[config.mk]
export PLATFORM = sky130hd
export DESIGN_NAME = nv_nvdla_cacc_csb_slave
export DESIGN_NICKNAME = d
export VERILOG_FILES = /design/src/rtl/nv_nvdla_cacc_csb_slave.sv
export SDC_FILE = /design/constraint.sdc
export NUM_CORES = 1
export LEC_CHECK = 0
export ABC_AREA = 1
export BUFFER_PORTS_ARGS = -buffer_cell sky130_fd_sc_hd__buf_2
export CORE_MARGIN = 8
export CORE_UTILIZATION = 63
export CTS_CLUSTER_DIAMETER = 200
export DETAILED_ROUTE_END_ITERATION = 10
export PLACE_DENSITY_LB_ADDON = 0.08
export SKIP_LAST_GASP = 1
export SLEW_MARGIN = 30
export SYNTH_ARGS = -nofsm -noshare
export SYNTH_HDL_FRONTEND = slang
export SYNTH_SLANG_ARGS = --single-unit
[constraint.sdc]
create_clock -name nvdla_core_clk -period 2.4 [get_ports nvdla_core_clk]
set_input_delay 0.36 -clock nvdla_core_clk [delete_from_list [all_inputs] [get_ports nvdla_core_clk]]
set_output_delay 0.36 -clock nvdla_core_clk [all_outputs]
set_load 0.01 [all_outputs]
[src/rtl/nv_nvdla_cacc_csb_slave.sv]
// rtl/nv_nvdla_cacc_csb_slave.sv - CACC CSB register responder with a ping-pong register file
//
// Decodes 63-bit csb2cacc request packets and serves reads and writes on a two-group
// register file. Returns 34-bit cacc2csb response packets, and drives the consumer
// group's configuration to the accumulator datapath.
//
// Ports:
//   nvdla_core_clk, nvdla_core_rstn    clock, asynchronous active-low reset
//   csb2cacc_req_pvld/prdy/pd          request channel (prdy is tied high)
//   cacc2csb_resp_valid/pd             response channel (single-cycle pulse, no backpressure)
//   dp2reg_done                        layer-done pulse from the datapath
//   reg2dp_*                           consumer-group configuration (registered)
//
// Optional feature macro: NVDLA_CACC_CSB_ERR_EN
//   When defined, the response error bit is raised for unmapped offsets and decode misses.
//   It is also raised for an unprivileged write to D_OP_ENABLE, and that write is dropped.

module nv_nvdla_cacc_csb_slave (
    input  logic        nvdla_core_clk,
    input  logic        nvdla_core_rstn,
    input  logic        csb2cacc_req_pvld,
    output logic        csb2cacc_req_prdy,
    input  logic [62:0] csb2cacc_req_pd,
    output logic        cacc2csb_resp_valid,
    output logic [33:0] cacc2csb_resp_pd,
    input  logic        dp2reg_done,
    output logic        reg2dp_op_en,
    output logic [31:0] reg2dp_misc_cfg,
    output logic [31:0] reg2dp_dataout_addr,
    output logic [4:0]  reg2dp_clip_truncate
);

    localparam logic [21:0] BASE_WADDR = 22'h2400;

`ifdef NVDLA_CACC_CSB_ERR_EN
    localparam logic ERR_EN = 1'b1;
`else
    localparam logic ERR_EN = 1'b0;
`endif

    // Request fields
    logic [21:0] req_addr;
    logic [31:0] req_wdat;
    logic        req_write;
    logic        req_nposted;
    logic        req_srcpriv;
    logic [3:0]  req_wrbe;
    logic        unused_level;

    assign req_addr     = csb2cacc_req_pd[21:0];
    assign req_wdat     = csb2cacc_req_pd[53:22];
    assign req_write    = csb2cacc_req_pd[54];
    assign req_nposted  = csb2cacc_req_pd[55];
    assign req_srcpriv  = csb2cacc_req_pd[56];
    assign req_wrbe     = csb2cacc_req_pd[60:57];
    assign unused_level = ^csb2cacc_req_pd[62:61];

    assign csb2cacc_req_prdy = 1'b1;

    // Register state
    logic             producer;
    logic             consumer;
    logic [1:0]       op_en;
    logic [1:0][31:0] misc_cfg;
    logic [1:0][31:0] dataout_addr;
    logic [1:0][4:0]  clip_cfg;

    // Next-state values; the consumer outputs are registered from these so they
    // track consumer toggles and consumer-group writes at the same edge.
    logic             producer_nxt;
    logic             consumer_nxt;
    logic [1:0]       op_en_nxt;
    logic [1:0][31:0] misc_cfg_nxt;
    logic [1:0][31:0] dataout_addr_nxt;
    logic [1:0][4:0]  clip_cfg_nxt;

    logic [9:0]  offset;
    logic        hit;
    logic        mapped;
    logic        wr_en;
    logic        priv_ok;
    logic        locked;
    logic [31:0] be_mask;
    logic [31:0] clip_merged;
    logic [31:0] rd_data;
    logic        err;
    logic        resp_fire;

    function automatic logic [31:0] merge_be(input logic [31:0] old_val,
                                             input logic [31:0] new_val,
                                             input logic [31:0] mask);
        return (old_val & ~mask) | (new_val & mask);
    endfunction

    always_comb begin
        offset   = req_addr[9:0];
        hit      = (req_addr[21:10] == BASE_WADDR[21:10]);
        mapped   = hit && (offset <= 10'd5);
        wr_en    = csb2cacc_req_pvld && req_write && mapped;
        // Privilege only matters when error reporting is built in
        priv_ok  = !ERR_EN || req_srcpriv;
        locked   = op_en[producer];
        be_mask  = {{8{req_wrbe[3]}}, {8{req_wrbe[2]}}, {8{req_wrbe[1]}}, {8{req_wrbe[0]}}};
        clip_merged = merge_be({27'd0, clip_cfg[producer]}, req_wdat, be_mask);

        // Read mux samples the current (pre-update) state
        rd_data = 32'd0;
        if (mapped) begin
            case (offset)
                10'd0:   rd_data = {15'd0, op_en[1], 15'd0, op_en[0]};
                10'd1:   rd_data = {15'd0, consumer, 15'd0, producer};
                10'd2:   rd_data = {31'd0, op_en[producer]};
                10'd3:   rd_data = misc_cfg[producer];
                10'd4:   rd_data = dataout_addr[producer];
                10'd5:   rd_data = {27'd0, clip_cfg[producer]};
                default: rd_data = 32'd0;
            endcase
        end

        err = ERR_EN && (!mapped || (req_write && offset == 10'd2 && !req_srcpriv));

        producer_nxt     = producer;
        consumer_nxt     = consumer;
        op_en_nxt        = op_en;
        misc_cfg_nxt     = misc_cfg;
        dataout_addr_nxt = dataout_addr;
        clip_cfg_nxt     = clip_cfg;

        if (dp2reg_done) begin
            op_en_nxt[consumer] = 1'b0;
            consumer_nxt        = ~consumer;
        end

        if (wr_en) begin
            case (offset)
                10'd1: if (req_wrbe[0]) producer_nxt = req_wdat[0];
                // Applied after the done clear so a same-cycle set wins
                10'd2: if (req_wrbe[0] && req_wdat[0] && priv_ok) op_en_nxt[producer] = 1'b1;
                10'd3: if (!locked) misc_cfg_nxt[producer] =
                           merge_be(misc_cfg[producer], req_wdat, be_mask);
                10'd4: if (!locked) dataout_addr_nxt[producer] =
                           merge_be(dataout_addr[producer], req_wdat, be_mask);
                10'd5: if (!locked) clip_cfg_nxt[producer] = clip_merged[4:0];
                default: ;
            endcase
        end

        resp_fire = csb2cacc_req_pvld && (!req_write || req_nposted);
    end

    always_ff @(posedge nvdla_core_clk or negedge nvdla_core_rstn) begin
        if (!nvdla_core_rstn) begin
            producer             <= 1'b0;
            consumer             <= 1'b0;
            op_en                <= '0;
            misc_cfg             <= '0;
            dataout_addr         <= '0;
            clip_cfg             <= '0;
            cacc2csb_resp_valid  <= 1'b0;
            cacc2csb_resp_pd     <= 34'd0;
            reg2dp_op_en         <= 1'b0;
            reg2dp_misc_cfg      <= 32'd0;
            reg2dp_dataout_addr  <= 32'd0;
            reg2dp_clip_truncate <= 5'd0;
        end else begin
            producer             <= producer_nxt;
            consumer             <= consumer_nxt;
            op_en                <= op_en_nxt;
            misc_cfg             <= misc_cfg_nxt;
            dataout_addr         <= dataout_addr_nxt;
            clip_cfg             <= clip_cfg_nxt;
            cacc2csb_resp_valid  <= resp_fire;
            if (resp_fire) begin
                cacc2csb_resp_pd <= {req_write, err, req_write ? 32'd0 : rd_data};
            end
            reg2dp_op_en         <= op_en_nxt[consumer_nxt];
            reg2dp_misc_cfg      <= misc_cfg_nxt[consumer_nxt];
            reg2dp_dataout_addr  <= dataout_addr_nxt[consumer_nxt];
            reg2dp_clip_truncate <= clip_cfg_nxt[consumer_nxt];
        end
    end

endmodule

==> results of run 1 <==
[stage by stage]
stage                     setup slack (ps)  utilization  area, um2
final                                  148        0.740      14800
after CTS                              203        0.740      14800
after floorplan                        708            -      12700
after global placement                 223        0.698      14000
after detailed placement               196        0.698      14000
after global routing                  53.6        0.740      14800
[state kept, by name, summed over array words and instances, names as in the netlist]
name and cells:
cacc2csb_resp_pd 33, cacc2csb_resp_valid 1, clip_cfg 10, consumer 1, dataout_addr 64, misc_cfg 64, op_en 2, producer 1
reg2dp_clip_truncate 5, reg2dp_dataout_addr 32, reg2dp_misc_cfg 32, reg2dp_op_en 1
[worst max-delay path, stage by stage (launching register included)]
cell,delay [ps]
dfrtp_4,700
inv_2,210
nor2_4,340
buf_4,350
nand3_1,250
nand2_1,160
nand3_1,80
nand2_1,60
[final cells by class]
cell class	instances	share of cell area
Multi-Input combinational cell	1065	0.333
Tap cell	270	0.0228
Timing Repair Buffer	221	0.0955
Inverter	305	0.0772
Sequential cell	246	0.415
Clock inverter	5	0.00548
Clock buffer	38	0.0510
[final timing paths]
path                                                 start                                 to  slack [ps]
max                                   producer$_DFFE_PN0P_  reg2dp_clip_truncate[2]$_DFF_PN0_         150
max reg2reg                           producer$_DFFE_PN0P_  reg2dp_clip_truncate[2]$_DFF_PN0_         150
min in group asynchronous                  nvdla_core_rstn   cacc2csb_resp_pd[15]$_DFFE_PN0P_         380
max in group asynchronous                  nvdla_core_rstn       reg2dp_misc_cfg[1]$_DFF_PN0_        1240
min reg2reg                cacc2csb_resp_pd[2]$_DFFE_PN0P_    cacc2csb_resp_pd[2]$_DFFE_PN0P_         480
min                                    csb2cacc_req_pd[22]               producer$_DFFE_PN0P_         130
[kinds of logic (layout without fill, tap and decap cells)]
logic type / Yosys count / after routing
flip-flops: 246 / 246
other: 2 / 2
AND/OR/NAND/NOR: 865 / 865
XOR/XNOR: 1 / 1
AO/OA/AOI/OAI: 197 / 197
buffers and inverters: 410 / 569
[power by group through the flow]
stage	logic, uW	registers, uW	clock network (uW)
3_3_place_gp	2880	4910	0
3_5_place_dp	2880	4920	0
4_1_cts	2900	4860	4030
2_1_floorplan	1240	5190	0
6_report	2890	4860	3990
5_1_grt	3140	4910	4180
[layer usage]
| layer | global-route usage | share of wire | vias up |
|---|---|---|---|
| li1 | - | - | 5740 |
| met1 | 0.415 | 0.39 | 5677 |
| met2 | 0.499 | 0.45 | 662 |
| met3 | 0.0538 | 0.095 | 120 |
| met4 | 0.196 | 0.063 | 0 |
| met5 | 0 | 0 | - |
[cell usage in the layout (no fill, tap or decap)]
cell type	netlist	final
clkbuf_1	54	7
nor2_2	3	2
clkinvlp_4	0	1
bufinv_16	0	2
a21oi_1	37	37
inv_1	296	296
clkbuf_8	0	4
clkbuf_16	0	27
conb_1	2	2
dfrtp_1	246	245
buf_12	0	13
buf_8	0	1
nor2_1	31	30
nand3b_1	1	1
nand3_1	115	115
o21ai_1	17	16
xnor2_2	0	1
a22o_1	26	26
clkinv_2	0	1
dlygate4sd3_1	0	1
clkinv_1	3	3
inv_2	6	6
o21ai_2	0	1
dfrtp_4	0	1
o221ai_1	4	4
buf_4	13	40
o21ai_0	113	113
buf_2	36	166
nor2_4	2	4
nand4_1	141	141
nand2_1	566	566
inv_6	0	1
nor3_1	2	2
nand3_2	4	4
[what timing repair did]
action,in CTS,in global routing
endpoints found under the hold margin,65,0
gates resized for setup,0,0
hold buffers,1,0
==> impl_metrics.tcl, run 1 <==
set metrics [dict create \
    fillerInstances 1588 \
    critical_path_class "flop to flop" \
    min_path_cells 3 \
    finalNonFillerCells 2150 \
    ff_latch_area_um2 6160 \
    endpoint_kind "flop" \
    grt_pass1_vias 11874 \
    vias 12199 \
    leakage_uw 0.00846 \
    cp-start-kind "flop" \
    critPathArrivalTime_ps 2720 \
    drt-wirelength-per-cell_um 18.3 \
    fin_setup_tns_ps 0 \
    synth_seq_cells 246 \
    cts_tree "built" \
    tightest_slew_ps 632 \
    power.sequential.fraction 0.414 \
    crit_path_max_fanout 34 \
    overflow 0 \
    grt_max_degree 71 \
    synth_cell_types 25 \
    setup_violations 0 \
    post-route-period-util 0.938 \
    multi_input_area_um2 4940 \
    clockBufferDepth 3 \
    synth_area_um2 12700 \
    io-pin-count 173 \
    drt-vias-per-instance 5.67 \
    power.density_nw_per_um2 791 \
    routed_wirelength_um 39400 \
    hold_ws_ps 131 \
    synthTopCellsByCount "nand2_1, inv_1, dfrtp_1" \
    syn_avg_cell_area_um2 7.38 \
    p_sw_uw 3670 \
    cts-root-buf "clkbuf_16" \
    die_y_um 158 \
    period_needed_ps 2250 \
    core_um2 20000 \
    areaGrowthSynthToFinish_pct 16.7 \
    synth_xor_area_frac 0.000689 \
    muxShareOfSynthArea 0 \
    drt-initial-drc-count 1254 \
    cts.sinks 246 \
    io_buffer_count 167 \
    numCtsBuffers 27 \
    synth_ff_type "dfrtp_1" \
    hold_class "input pin to flop" \
    yosysMostFrequentCell "nand2_1" \
    die_w_um 158 \
    synth-seq-area-share 0.484 \
    hpwl_um 27000 \
    p_comb_frac 0.246 \
    reg2regPathDepth 7 \
    cp.required_ps 2870 \
    hold_violations 0 \
    start_util 0.634 \
    synthCells 1721 \
    grt_usage 0.321 \
    drive_gt1_frac 0.146 \
    p_int_uw 8070 \
    drv_slew 0 \
    synth-simple-area-share 0.299 \
    synthTopCellsByArea "dfrtp_1, nand2_1, inv_1" \
    grt_pass1_wl_um 62500 \
    drc_errors 0 \
    swShare 0.312 \
    yosysTopAreaCell "dfrtp_1" \
    fin_nets 1933 \
    slew_headroom 0.574 \
    htree_num_levels 1 \
    total_power_uw 11700 \
    synth_compound_area_frac 0.0864 \
    synth-edff-count 0 \
    synthArstFlopShare 1.00 \
    syn_nets 1788 \
    clock.fmax_ghz 0.444 \
    synth_top_area_share 0.484 \
    cts_setup_buffers 0 \
    drtPass1Iterations 5 \
    clock_power_share 0.340 \
    synthAdderAreaFrac 0 \
    place.gp.congestion 0.960 \
    place_inst 2106 \
    status "finished clean" \
    postRouteAntennaNets 0 \
    dieArea_um2 25000 \
    max-vdd-ir-drop_mv 0.640 \
    grt_antenna_before_repair 0 \
    max-cap-violations 0 \
    skew_ps 14.7 \
    antenna_cells 0 \
    rows 52 \
    worstSkewPairLatency_ps 540 \
    rsz0062_at_grt "false" \
    synth_top_family_by_area "simple AND/OR/NAND/NOR gates" \
    ys_warn_count 0 \
    path_clk_slew_ps 60 \
]
Note: power is estimated with default switching activity, not from simulation.
==> run 2, diff against run 1 <==
ABC_AREA = 0   (was 1)
CORE_UTILIZATION = 62   (was 63)
==> run 2 against run 1 <==
Net effect:
- wire length decreased by 20%
- sequential cell count unchanged
- die area decreased by 2.9%
- combinational power increased by 9.0%
- worst hold slack got worse by 63 ps
- critical path depth decreased by 3
- sequential power decreased by 2%
- first-iteration DRC count decreased by 52%
- synthesized cell count decreased by 45%
- via count decreased by 27%
- global-route usage decreased by 6.0 points
==> impl_metrics.tcl, run 2 <==
set metrics [dict create \
    status "finished clean" \
    htree_num_levels 1 \
    synthTopCellsByArea "dfrtp_1, mux2_2, o221a_2" \
    syn_nets 1018 \
    numCtsBuffers 26 \
    crit_path_max_fanout 32 \
    clock.fmax_ghz 0.434 \
    power.density_nw_per_um2 818 \
    synth-simple-area-share 0.103 \
    fin_nets 1176 \
    drt-initial-drc-count 597 \
    postRouteAntennaNets 0 \
    critPathArrivalTime_ps 2700 \
    power.sequential.fraction 0.404 \
    drc_errors 0 \
    slew_headroom 0.560 \
    synthArstFlopShare 1.00 \
    synth-edff-count 0 \
    period_needed_ps 2300 \
    start_util 0.626 \
    place_inst 1345 \
    place.gp.congestion 0.851 \
    tightest_slew_ps 643 \
    cp-endpoint "dataout_addr[8]$_DFF_PN0_" \
    synthTopCellsByCount "dfrtp_1, mux2_2, nand4b_1, o21a_1, o221a_2" \
    synth_seq_cells 246 \
    grt_antenna_before_repair 0 \
    leakage_uw 0.00684 \
    routed_wirelength_um 31600 \
    die_w_um 156 \
    max-cap-violations 0 \
    synthCells 951 \
    dieArea_um2 24200 \
    synth_cell_types 53 \
    synth_compound_area_frac 0.153 \
    hold_buffers 1 \
    io-pin-count 173 \
    grt_pass1_vias 9188 \
    yosysMostFrequentCell "dfrtp_1" \
    hold_violations 0 \
    largestRegisters "dataout_addr x64, misc_cfg x64, cacc2csb_resp_pd x33" \
    synth_xor_area_frac 0.00145 \
    drv_slew 0 \
    worst_r2r_endpoint "dataout_addr[8]$_DFF_PN0_" \
    cts_tree "built" \
    p_comb_frac 0.267 \
    synth_area_um2 12100 \
    critical_path_class "flop to flop" \
    antenna_cells 0 \
    fin_setup_tns_ps 0 \
    cts.repair.resized 0 \
    reg2regPathDepth 4 \
    synth_ff_type "dfrtp_1" \
    min_path_cells 2 \
    post-route-period-util 0.960 \
    cts_setup_buffers 0 \
    synth_top_area_share 0.509 \
    io_buffer_count 167 \
    path_clk_slew_ps 60 \
    regToRegSetupSlack_ps 100 \
    rsz0062_at_grt "false" \
    grt_pass1_wl_um 50800 \
    hpwl_um 19600 \
    grt_usage 0.261 \
    synth_top_family_by_area "multiplexers" \
    yosysTopAreaCell "dfrtp_1" \
    cp.required_ps 2800 \
    core_um2 19300 \
    clockBufferDepth 3 \
    clock_power_share 0.328 \
    layout_commonest_cell "dfrtp_1" \
    drt-wirelength-per-cell_um 22.6 \
    synthAdderAreaFrac 0 \
    fin_area_um2 14400 \
    grt_max_degree 77 \
    overflow 0 \
    vias 8864 \
    cp-start-kind "flop" \
    ys_warn_count 0 \
    hold_ws_ps 67.6 \
    areaGrowthSynthToFinish_pct 19.1 \
    max-vdd-ir-drop_mv 0.628 \
    cts.sinks 246 \
    layout_common_cells "dfrtp_1, mux2_2, buf_2" \
    swShare 0.293 \
    p_int_uw 8330 \
    timing.rr.start "producer$_DFFE_PN0P_" \
    hold_class "input pin to flop" \
    finalNonFillerCells 1394 \
    drive_gt1_frac 0.479 \
    syn_avg_cell_area_um2 12.7 \
    place_area_um2 13600 \
    skew_ps 17.1 \
    muxShareOfSynthArea 0.201 \
    cts-root-buf "clkbuf_16" \
    rows 51 \
    synth-seq-area-share 0.509 \
    setup_violations 0 \
    worstSkewPairLatency_ps 530 \
    die_y_um 156 \
    endpoint_kind "flop" \
    startpoint "producer$_DFFE_PN0P_" \
    p_sw_uw 3460 \
    drt-vias-per-instance 6.36 \
    drtPass1Iterations 4 \
]
==> run 2: cell types whose count changed after synthesis, sizes merged, moves of 95 or more <==
cell,before,now
inv,302,6
mux2,0,208
nand2,566,34
nand3,119,2
nand4,141,3
o21ai,130,35
==> run 2: final cells by class <==
cell class                      instances  area, um2
Sequential cell                       246       6160
Tap cell                              265        332
Clock buffer                           40        753
Clock inverter                          8       78.8
Timing Repair Buffer                  215       1400
Inverter                                6       22.5
Multi-Input combinational cell        614       5670
Fill cell                            1341       4930
==> run 2: through the flow <==
stage               utilization  power (uW)  setup WS [ps]
floorplan                     -        6510            261
global placement          0.702        7980            112
detailed placement        0.702        8000           81.0
CTS                       0.745       11900            106
global route              0.745       12300           76.5
finish                    0.745       11800           96.6
==> run 2: kinds of logic (layout without fill, tap and decap cells) <==
family	after synthesis	after routing
AO/OA/AOI/OAI	219	219
XOR/XNOR	2	2
buffers and inverters	91	269
flip-flops	246	246
multiplexers	217	217
other	2	2
AND/OR/NAND/NOR	174	174
==> run 2: how the worst min path moves through the flow <==
stage / startpoint / end / slack, ps
after detailed placement: nvdla_core_rstn / reg2dp_clip_truncate[4]$_DFF_PN0_ / 210
after global routing: csb2cacc_req_pvld / cacc2csb_resp_pd[33]$_DFFE_PN0P_ / 70
final: csb2cacc_req_pvld / cacc2csb_resp_pd[33]$_DFFE_PN0P_ / 70
after CTS: csb2cacc_req_pvld / cacc2csb_resp_pd[33]$_DFFE_PN0P_ / 50
after floorplan: nvdla_core_rstn / cacc2csb_resp_pd[0]$_DFFE_PN0P_ / 60
after global placement: nvdla_core_rstn / reg2dp_clip_truncate[4]$_DFF_PN0_ / 210
==> run 2: worst max-delay path, stage by stage (launching register included) <==
cell	delay (ps)
dfrtp_4	500
or3b_1	630
nor4_4	370
buf_12	280
mux2_2	370
==> run 2: power by group through the flow <==
stage	clock network [uW]	logic [uW]	registers (uW)
floorplan	0	1430	5070
global placement	0	3140	4840
detailed placement	0	3160	4840
CTS	3950	3180	4770
global route	4110	3340	4810
finish	3870	3150	4770
==> run 2: per-layer routing <==
layer | GRT usage | wire, um
met2 | 0.423 | 14800
met4 | 0.0578 | 464
met5 | 0 | 0
met3 | 0.0551 | 2540
met1 | 0.356 | 13800
